**src/rtl/hazard_stall_ctrl.sv**
```systemverilog
// -----------------------------------------------------------------------------
// hazard_stall_ctrl
// Pipeline sequencing controller for the 5-stage RISC-V core. It detects
// load-use hazards, ID-stage taken branches and multi-cycle data-memory
// accesses, and from them drives the load enables, flushes and bubbles of
// every pipeline register. The memory access uses a req/ack handshake that is
// guarded by a timeout watchdog.
//
// Parameters:
//   MEM_TIMEOUT  max cycles spent waiting for mem_ack_i before a forced release (>=2)
//   CNT_W        width of the performance counters
//
// Optional feature (macro HAZARD_CTRL_PERF_CNT_EN):
//   defined   -> stall_cycles_o / flush_count_o are live wrapping counters
//   undefined -> both ports are tied to 0 and no counter flops exist
//
// Ports:
//   clk_i, rst_i      clock (rising edge), asynchronous active-high reset
//   ifid_rs1_i/rs2_i  source registers of the instruction in IF/ID
//   idex_memread_i    MemRead bit of the ID/EX instruction
//   idex_rd_i         destination register of the ID/EX instruction
//   branch_taken_i    branch resolved taken in ID this cycle
//   exmem_memreq_i    EX/MEM instruction accesses data memory
//   mem_ack_i         data memory has completed the access
//   mem_start_o       request strobe to data memory
//   pc_write_o        PC load enable
//   ifid_write_o      IF/ID load enable
//   ifid_flush_o      clear IF/ID to a NOP
//   idex_bubble_o     zero the EX/MEM/WB control fields loaded into ID/EX
//   pipe_hold_o       freeze ID/EX and EX/MEM
//   memwb_bubble_o    zero the control fields loaded into MEM/WB
//   mem_err_o         sticky flag: a memory timeout has occurred
//   stall_cycles_o    count of cycles with a memory or load-use stall
//   flush_count_o     count of cycles in which IF/ID was flushed
// -----------------------------------------------------------------------------
module hazard_stall_ctrl #(
   parameter int MEM_TIMEOUT = 16,
   parameter int CNT_W       = 32
) (
   input  logic             clk_i,
   input  logic             rst_i,
   input  logic [4:0]       ifid_rs1_i,
   input  logic [4:0]       ifid_rs2_i,
   input  logic             idex_memread_i,
   input  logic [4:0]       idex_rd_i,
   input  logic             branch_taken_i,
   input  logic             exmem_memreq_i,
   input  logic             mem_ack_i,
   output logic             mem_start_o,
   output logic             pc_write_o,
   output logic             ifid_write_o,
   output logic             ifid_flush_o,
   output logic             idex_bubble_o,
   output logic             pipe_hold_o,
   output logic             memwb_bubble_o,
   output logic             mem_err_o,
   output logic [CNT_W-1:0] stall_cycles_o,
   output logic [CNT_W-1:0] flush_count_o
);

   localparam int               TMR_W    = $clog2(MEM_TIMEOUT + 1);
   localparam logic [TMR_W-1:0] TMR_LAST = TMR_W'(MEM_TIMEOUT - 1);

   typedef enum logic {
      ST_RUN      = 1'b0,
      ST_MEM_WAIT = 1'b1
   } state_e;

   state_e           r_state;
   logic [TMR_W-1:0] r_timer;
   logic             r_mem_err;

   logic w_in_wait;
   logic w_load_use;
   logic w_timeout;
   logic w_mem_stall;

   assign w_in_wait  = (r_state == ST_MEM_WAIT);

   // x0 is hard-wired to zero, so a load targeting it never creates a hazard.
   assign w_load_use = idex_memread_i & (idex_rd_i != 5'd0) &
                       ((idex_rd_i == ifid_rs1_i) | (idex_rd_i == ifid_rs2_i));

   // The timer counts waiting cycles; an ack in the last allowed cycle wins.
   assign w_timeout  = w_in_wait & (r_timer == TMR_LAST) & ~mem_ack_i;

   // Release is zero-latency: the ack (or timeout) cycle itself is not a stall.
   assign w_mem_stall = (~w_in_wait & exmem_memreq_i & ~mem_ack_i) |
                        ( w_in_wait & ~mem_ack_i & ~w_timeout);

   // Pipeline control. Everything is forced low while reset is held so the
   // pipeline stays frozen, including an in-flight request being aborted.
   // NOTE: every output gets a default at the top of the block so no path
   // leaves one unassigned, which would otherwise infer a latch.
   always_comb begin
      mem_start_o    = 1'b0;
      pc_write_o     = 1'b0;
      ifid_write_o   = 1'b0;
      ifid_flush_o   = 1'b0;
      idex_bubble_o  = 1'b0;
      pipe_hold_o    = 1'b0;
      memwb_bubble_o = 1'b0;
      mem_err_o      = 1'b0;
      if (!rst_i) begin
         mem_start_o = w_in_wait | exmem_memreq_i;
         mem_err_o   = r_mem_err | w_timeout;
         if (w_mem_stall) begin
            // Whole front end waits; MEM/WB receives bubbles until data returns.
            pipe_hold_o    = 1'b1;
            memwb_bubble_o = 1'b1;
         end else if (w_load_use) begin
            // Hold PC and IF/ID one cycle and inject a bubble behind the load.
            idex_bubble_o  = 1'b1;
         end else if (branch_taken_i) begin
            pc_write_o     = 1'b1;
            ifid_write_o   = 1'b1;
            ifid_flush_o   = 1'b1;
         end else begin
            pc_write_o     = 1'b1;
            ifid_write_o   = 1'b1;
         end
      end
   end

   // Memory handshake FSM with timeout watchdog and sticky error flag.
   // NOTE: sequential state is updated with non-blocking assignments so all
   // flops sample their inputs from the same pre-edge values.
   always_ff @(posedge clk_i or posedge rst_i) begin
      if (rst_i) begin
         r_state   <= ST_RUN;
         r_timer   <= '0;
         r_mem_err <= 1'b0;
      end else begin
         case (r_state)
            ST_RUN: begin
               if (exmem_memreq_i & ~mem_ack_i) begin
                  r_state <= ST_MEM_WAIT;
                  r_timer <= TMR_W'(1);
               end
            end
            ST_MEM_WAIT: begin
               if (mem_ack_i | w_timeout) begin
                  r_state <= ST_RUN;
                  r_timer <= '0;
                  if (w_timeout) begin
                     r_mem_err <= 1'b1;
                  end
               end else begin
                  r_timer <= r_timer + TMR_W'(1);
               end
            end
            default: begin
               r_state <= ST_RUN;
               r_timer <= '0;
            end
         endcase
      end
   end

`ifdef HAZARD_CTRL_PERF_CNT_EN
   logic [CNT_W-1:0] r_stall_cycles;
   logic [CNT_W-1:0] r_flush_count;

   // Both counters wrap naturally modulo 2^CNT_W.
   always_ff @(posedge clk_i or posedge rst_i) begin
      if (rst_i) begin
         r_stall_cycles <= '0;
         r_flush_count  <= '0;
      end else begin
         if (w_mem_stall | w_load_use) begin
            r_stall_cycles <= r_stall_cycles + CNT_W'(1);
         end
         if (ifid_flush_o) begin
            r_flush_count <= r_flush_count + CNT_W'(1);
         end
      end
   end

   assign stall_cycles_o = r_stall_cycles;
   assign flush_count_o  = r_flush_count;
`else
   assign stall_cycles_o = '0;
   assign flush_count_o  = '0;
`endif

endmodule
```
**config.mk**
```make
export PLATFORM = sky130hd
export DESIGN_NAME = hazard_stall_ctrl
export DESIGN_NICKNAME = d
export VERILOG_FILES = /design/src/rtl/hazard_stall_ctrl.sv
export SDC_FILE = /design/constraint.sdc
export NUM_CORES = 1
export LEC_CHECK = 0
export BUFFER_PORTS_ARGS = -buffer_cell sky130_fd_sc_hd__buf_2
export CAP_MARGIN = 40
export CELL_PAD_IN_SITES_DETAIL_PLACEMENT = 1
export CELL_PAD_IN_SITES_GLOBAL_PLACEMENT = 1
export CORE_MARGIN = 1.5
export CORE_UTILIZATION = 26
export DETAILED_ROUTE_END_ITERATION = 12
export MAX_ROUTING_LAYER = met4
export PLACE_DENSITY = 0.9
export REMOVE_ABC_BUFFERS = 1
export SLEW_MARGIN = 40
export SYNTH_ARGS = -nofsm -noshare
export SYNTH_HDL_FRONTEND = slang
export SYNTH_SLANG_ARGS = --single-unit
```
**constraint.sdc**
```tcl
create_clock -name clk_i -period 2.95 [get_ports clk_i]
set_input_delay 0.59 -clock clk_i [delete_from_list [all_inputs] [get_ports clk_i]]
set_output_delay 0.59 -clock clk_i [all_outputs]
set_load 0.02 [all_outputs]
```
Word-level counts from Yosys, hierarchy flattened
Index checks and enable logic that the tools add are counted.
{ "word_totals": {"word_cells": 47, "input_bits": 21, "out_inout_bits": 72, "regBits": 7} }
{ "classes": {"addsub": 1, "n_eq_ne": 4, "n_reduce_logical": 2, "bitwise_logic": 17, "mux": 20} }
{ "op_table": {"columns": ["cell", "n"], "rows": [
  ["2-to-1 mux 1 bit", 16],
  ["== test 5 bit", 2],
  ["2-to-1 mux 5 bit", 2],
  ["case mux 5 bit (2 select lines)", 1],
  ["bitwise AND 1 bit", 9],
  ["adder 5 x 1 -> 5 bit, second input constant", 1],
  ["== test 5 x 4 -> 1 bit, second input constant", 1],
  ["OR 1 bit", 5],
  ["nonzero test 5 bit", 1],
  ["inverter 1 bit", 3],
  ["AND reduction 3 bit", 1],
  ["inequality test 2 x 1 -> 1 bit, second input constant", 1],
  ["case mux 1 bit (2 select lines)", 1]
]} }

Longest topological paths before layout
{ "depth": {"word_depth": 8, "depth_mapped": 8, "ltp_nobuf": 7} }

Least setup slack after synthesis
No wires, ideal clock.
{ "synth_timing": {"path_kind": "input-to-output", "from": "input idex_rd_i[1]", "to": "output pc_write_o", "stages": 4, "t_arrival_ns": 1.922, "slack_ns": 0.438, "path_buffers": 1, "t_required_ns": 2.360, "cell_sequence": "or4_1 > o21a_1 > a21oi_1 > buf_4"} }
{ "synth_via": {"elab_chain_cells": 6, "elab_cells_between_ends": 9, "cone_classes": "2 x eq/ne; 3 x mux; 3 x bitwise; 1 x reduce/logical"} }
{ "synth_lines": {"columns": ["item", "line", "source"], "rows": [
  ["start, declared", "45", "input logic [4:0] idex_rd_i,"],
  ["== test 5 bit / nonzero test 5 bit (equally long branches)", "82, 81", null],
  ["OR 1 bit / bitwise AND 1 bit (equally long branches)", "82, 81", null],
  ["bitwise AND 1 bit (*)", "81", "assign w_load_use = idex_memread_i & (idex_rd_i != 5'd0) &"],
  ["2-to-1 mux 1 bit (*) (3 in series)", null, null],
  ["end, declared", "50", "output logic pc_write_o,"]
]} }
Every way passes the cells marked *; elsewhere a longest branch is shown, timed or not.

Worst setup path in the final report
{ "layout_timing": {"from": "register r_timer[0]", "to": "output idex_bubble_o"} }
{ "layout_via": {"elab_chain_cells": 8} }
{ "layout_lines": {"columns": ["item", "line", "source"], "rows": [
  ["start, declared", "70", "logic [TMR_W-1:0] r_timer;"],
  ["start signal, assigned", "149", "r_timer <= r_timer + TMR_W'(1);"],
  ["== test 5 x 4 -> 1 bit", "85", "assign w_timeout = w_in_wait & (r_timer == TMR_LAST) & ~mem_ack_i;"],
  ["bitwise AND 1 bit (2 in series)", "85", null],
  ["inverter 1 bit", "89", "( w_in_wait & ~mem_ack_i & ~w_timeout);"],
  ["bitwise AND 1 bit", "89", null],
  ["OR 1 bit", "88", "assign w_mem_stall = (~w_in_wait & exmem_memreq_i & ~mem_ack_i) |"],
  ["2-to-1 mux 1 bit", "107", "if (w_mem_stall) begin"],
  ["2-to-1 mux 1 bit", "104", "if (!rst_i) begin"],
  ["end, declared", "53", "output logic idex_bubble_o,"]
]} }
No other way between the ends.

==> impl_metrics.csv <==
group,metric,value,unit
status,status,"finished clean",
global_routing,grt_antenna_before_repair,0,
timing,finalCritPeriodShare,0.937,
synth,ys_seq_area_frac,0.171,
setup_path,cp_common_cell,"ha_1",
global_routing,grt.total_usage,0.0808,
die,io_pins,93,
cells_and_area,antenna_cells,0,
synth,ys_top_cells_by_area,"buf_4 48%, dfrtp_1 17%, xnor2_1 9.4%",
cells_and_area,final_layout_size_suffix_gt1_frac,0.203,
synth,synth_cells,130,
cts,cts_tree,"done",
timing,hold_violations,0,
cts,cts_max_level,1,
cells_and_area,area_growth,-1.83,%
setup_path,crit_family,"simple AND/OR/NAND/NOR gates",
global_routing,grt_pass1_wl,2550,µm
routing,ant_nets,0,
die,die_y,65.9,µm
cells_and_area,design_area,0.00101,mm²
cts,post_cts_buffers,0,
power,power_frac_seq,0.279,
cts,cts.path.max_buffers,2,
power,swShare,0.418,
timing,rsz0062_at_grt,"no",
synth,synth_area,0.00103,mm²
cts,clk_pin_slew,0.04,ns
synth,yosysWarnings,0,
timing,fin_crit,2.77,ns
timing,maxSlewViolCount,0,
routing,wl_per_cell,9.20,µm
cts,cts.sinks,7,
routing,dr.first_iter.drc_count,5,
synth,avgSynthCellArea,7.90,µm²
power,internal-power,235,µW
die,dieArea,0.00434,mm²
synth,synth_ff_type,"dfrtp_1",
cts,cts_resized,0,
cells_and_area,final_util,0.271,
timing,clock.fmax,362,MHz
setup_path,worst-path-buf-inv,1,
power,combPwrFrac,0.379,
setup_path,crit_required,2.36,ns
cts,cts_buffers,3,
synth,synth_cell_types,24,
synth,async_flop_share,1.00,
synth,ys_ff_latch,7,
place,placed_area,963,µm²
synth,yosysTopAreaCell,"buf_4",
synth,synth_common_cells,"66 x buf_4, 11 x xnor2_1, 8 x nand2_1, 7 x dfrtp_1, 5 x nor2_1",
flow_run,maxCapViolCount,0,
timing,fin_skew,0.00137,ns
global_routing,grt_pass1_vias,593,
place,place_inst,202,
setup_path,cp.arrival,2.18,ns
setup_path,cp-end-kind,"output pin",
routing,route.vias.total,717,
die,core_area,0.00372,mm²
die,row_count,22,
cts,clkLatencyLatePin,0.23,ns
synth,synth.most_common_cell,"buf_4",
routing,wirelength,1900,µm
timing,setup_viol,0,
timing,setup_tns,0,ns
place,portBuffers,28,
die,initial_core_util,0.276,
power,power.share.clock,0.342,
place,gp_congestion,0.840,
setup_path,crit_path_start_kind,"flip-flop",
cells_and_area,final-seq-area,175,µm²
global_routing,grt_max_degree,11,
cells_and_area,layout.cells.non_filler,206,
cells_and_area,multiInputGateArea,577,µm²
synth,synth_edf_count,0,
cells_and_area,num-fill-cells,485,
cts,ctsHoldBuffers,0,
cts,cts_root_buf,"clkbuf_8",
power,power.switching,169,µW
power,power,404,µW
power,power_density,401,mW/mm²
place,dp_hpwl,1620,µm
setup_path,crit_fanout,4,
routing,first_pass_iters,4,
routing,drc,0,
min_path,hp-class,"input pin to async pin",
setup_path,slowest_stage,"dfrtp_1",
setup_path,ff2ff_setup_slack,1.27,ns
setup_path,cp_cell_sequence,"ha_1, and3_1, ha_1, nand2b_1, a21oi_1, or2_1, and3b_1, buf_2",
power,vdd_ir_drop_max,0.321,mV
setup_path,max_stage_delay,0.41,ns
global_routing,grt_overflow,0,
cells_and_area,layout.nets,182,
setup_path,path_class,"flip-flop to output pin",
power,leakage,0.000560,µW
routing,viasPerCell,3.48,
synth,synth_top_area_frac,0.482,
die,die_w,65.9,µm
sequential cells by signal, indices dropped and copies added, names as in the netlist:
name / cells
r_timer: 5
r_mem_err: 1
r_state: 1
cell usage in the layout (no fill, tap or decap), drive strengths merged:
cell	count
nand2b	3
xnor2	11
nor2b	1
a21oi	2
nand2	8
a211oi	1
and2	2
ha	2
o21a	1
o22ai	3
inv	3
o21bai	1
or2	1
dfrtp	7
buf	28
o21ai	3
and3	1
nand3	4
clkbuf	4
nor2	5
xor2	1
conb	64
and3b	1
or4	1
worst paths after layout:
check,endpoint,depth (start not counted),from
max in group asynchronous,r_timer[1]$_DFFE_PP0P_,2,rst_i
min,r_timer[0]$_DFFE_PP0P_,2,rst_i
max,idex_bubble_o,8,r_timer[0]$_DFFE_PP0P_
min reg2reg,r_mem_err$_DFFE_PP0P_,1,r_mem_err$_DFFE_PP0P_
max reg2reg,r_timer[3]$_DFFE_PP0P_,6,r_timer[0]$_DFFE_PP0P_
min in group clk_i,r_mem_err$_DFFE_PP0P_,1,r_mem_err$_DFFE_PP0P_
cell type report:
cell class                      instances  area share
Inverter                                3      0.0112
Multi-Input combinational cell        116       0.572
Clock buffer                            4      0.0447
Timing Repair Buffer                   28       0.139
Tap cell                               48      0.0596
Sequential cell                         7       0.174
logic make-up (layout without fill, tap and decap cells):
group	after synthesis	after routing	share of synthesized area
AND/OR/NAND/NOR	27	27	0.132
AO/OA/AOI/OAI	11	11	0.0694
flip-flops	7	7	0.171
other	1	64	0.00365
XOR/XNOR	12	12	0.102
adder cells (fa/ha/maj)	2	2	0.0244
buffers and inverters	70	35	0.498
power groups by stage:
stage	logic, µW	registers [µW]	clock network [µW]
after floorplan	119	112	0
after global placement	149	113	0
after detailed placement	152	114	0
after CTS	152	113	141
after global routing	167	114	148
final	153	113	138
per-stage QoR:
stage / setup slack (ns) / hold slack [ns]
after floorplan: 0.427 / 0.403
after global placement: 0.415 / 0.450
after detailed placement: 0.424 / 0.461
after CTS: 0.162 / 0.332
after global routing: 0.0614 / 0.357
final: 0.185 / 0.319
per-layer routing:
layer | GRT usage | vias to the layer above | routed length, µm
met2 | 0.153 | 49 | 1020
met4 | 0.0547 | 0 | 42
met1 | 0.0751 | 327 | 638
li1 | - | 337 | -
met3 | 0.0102 | 4 | 198
met5 | - | - | 0
(Power assumes the default switching activity.)
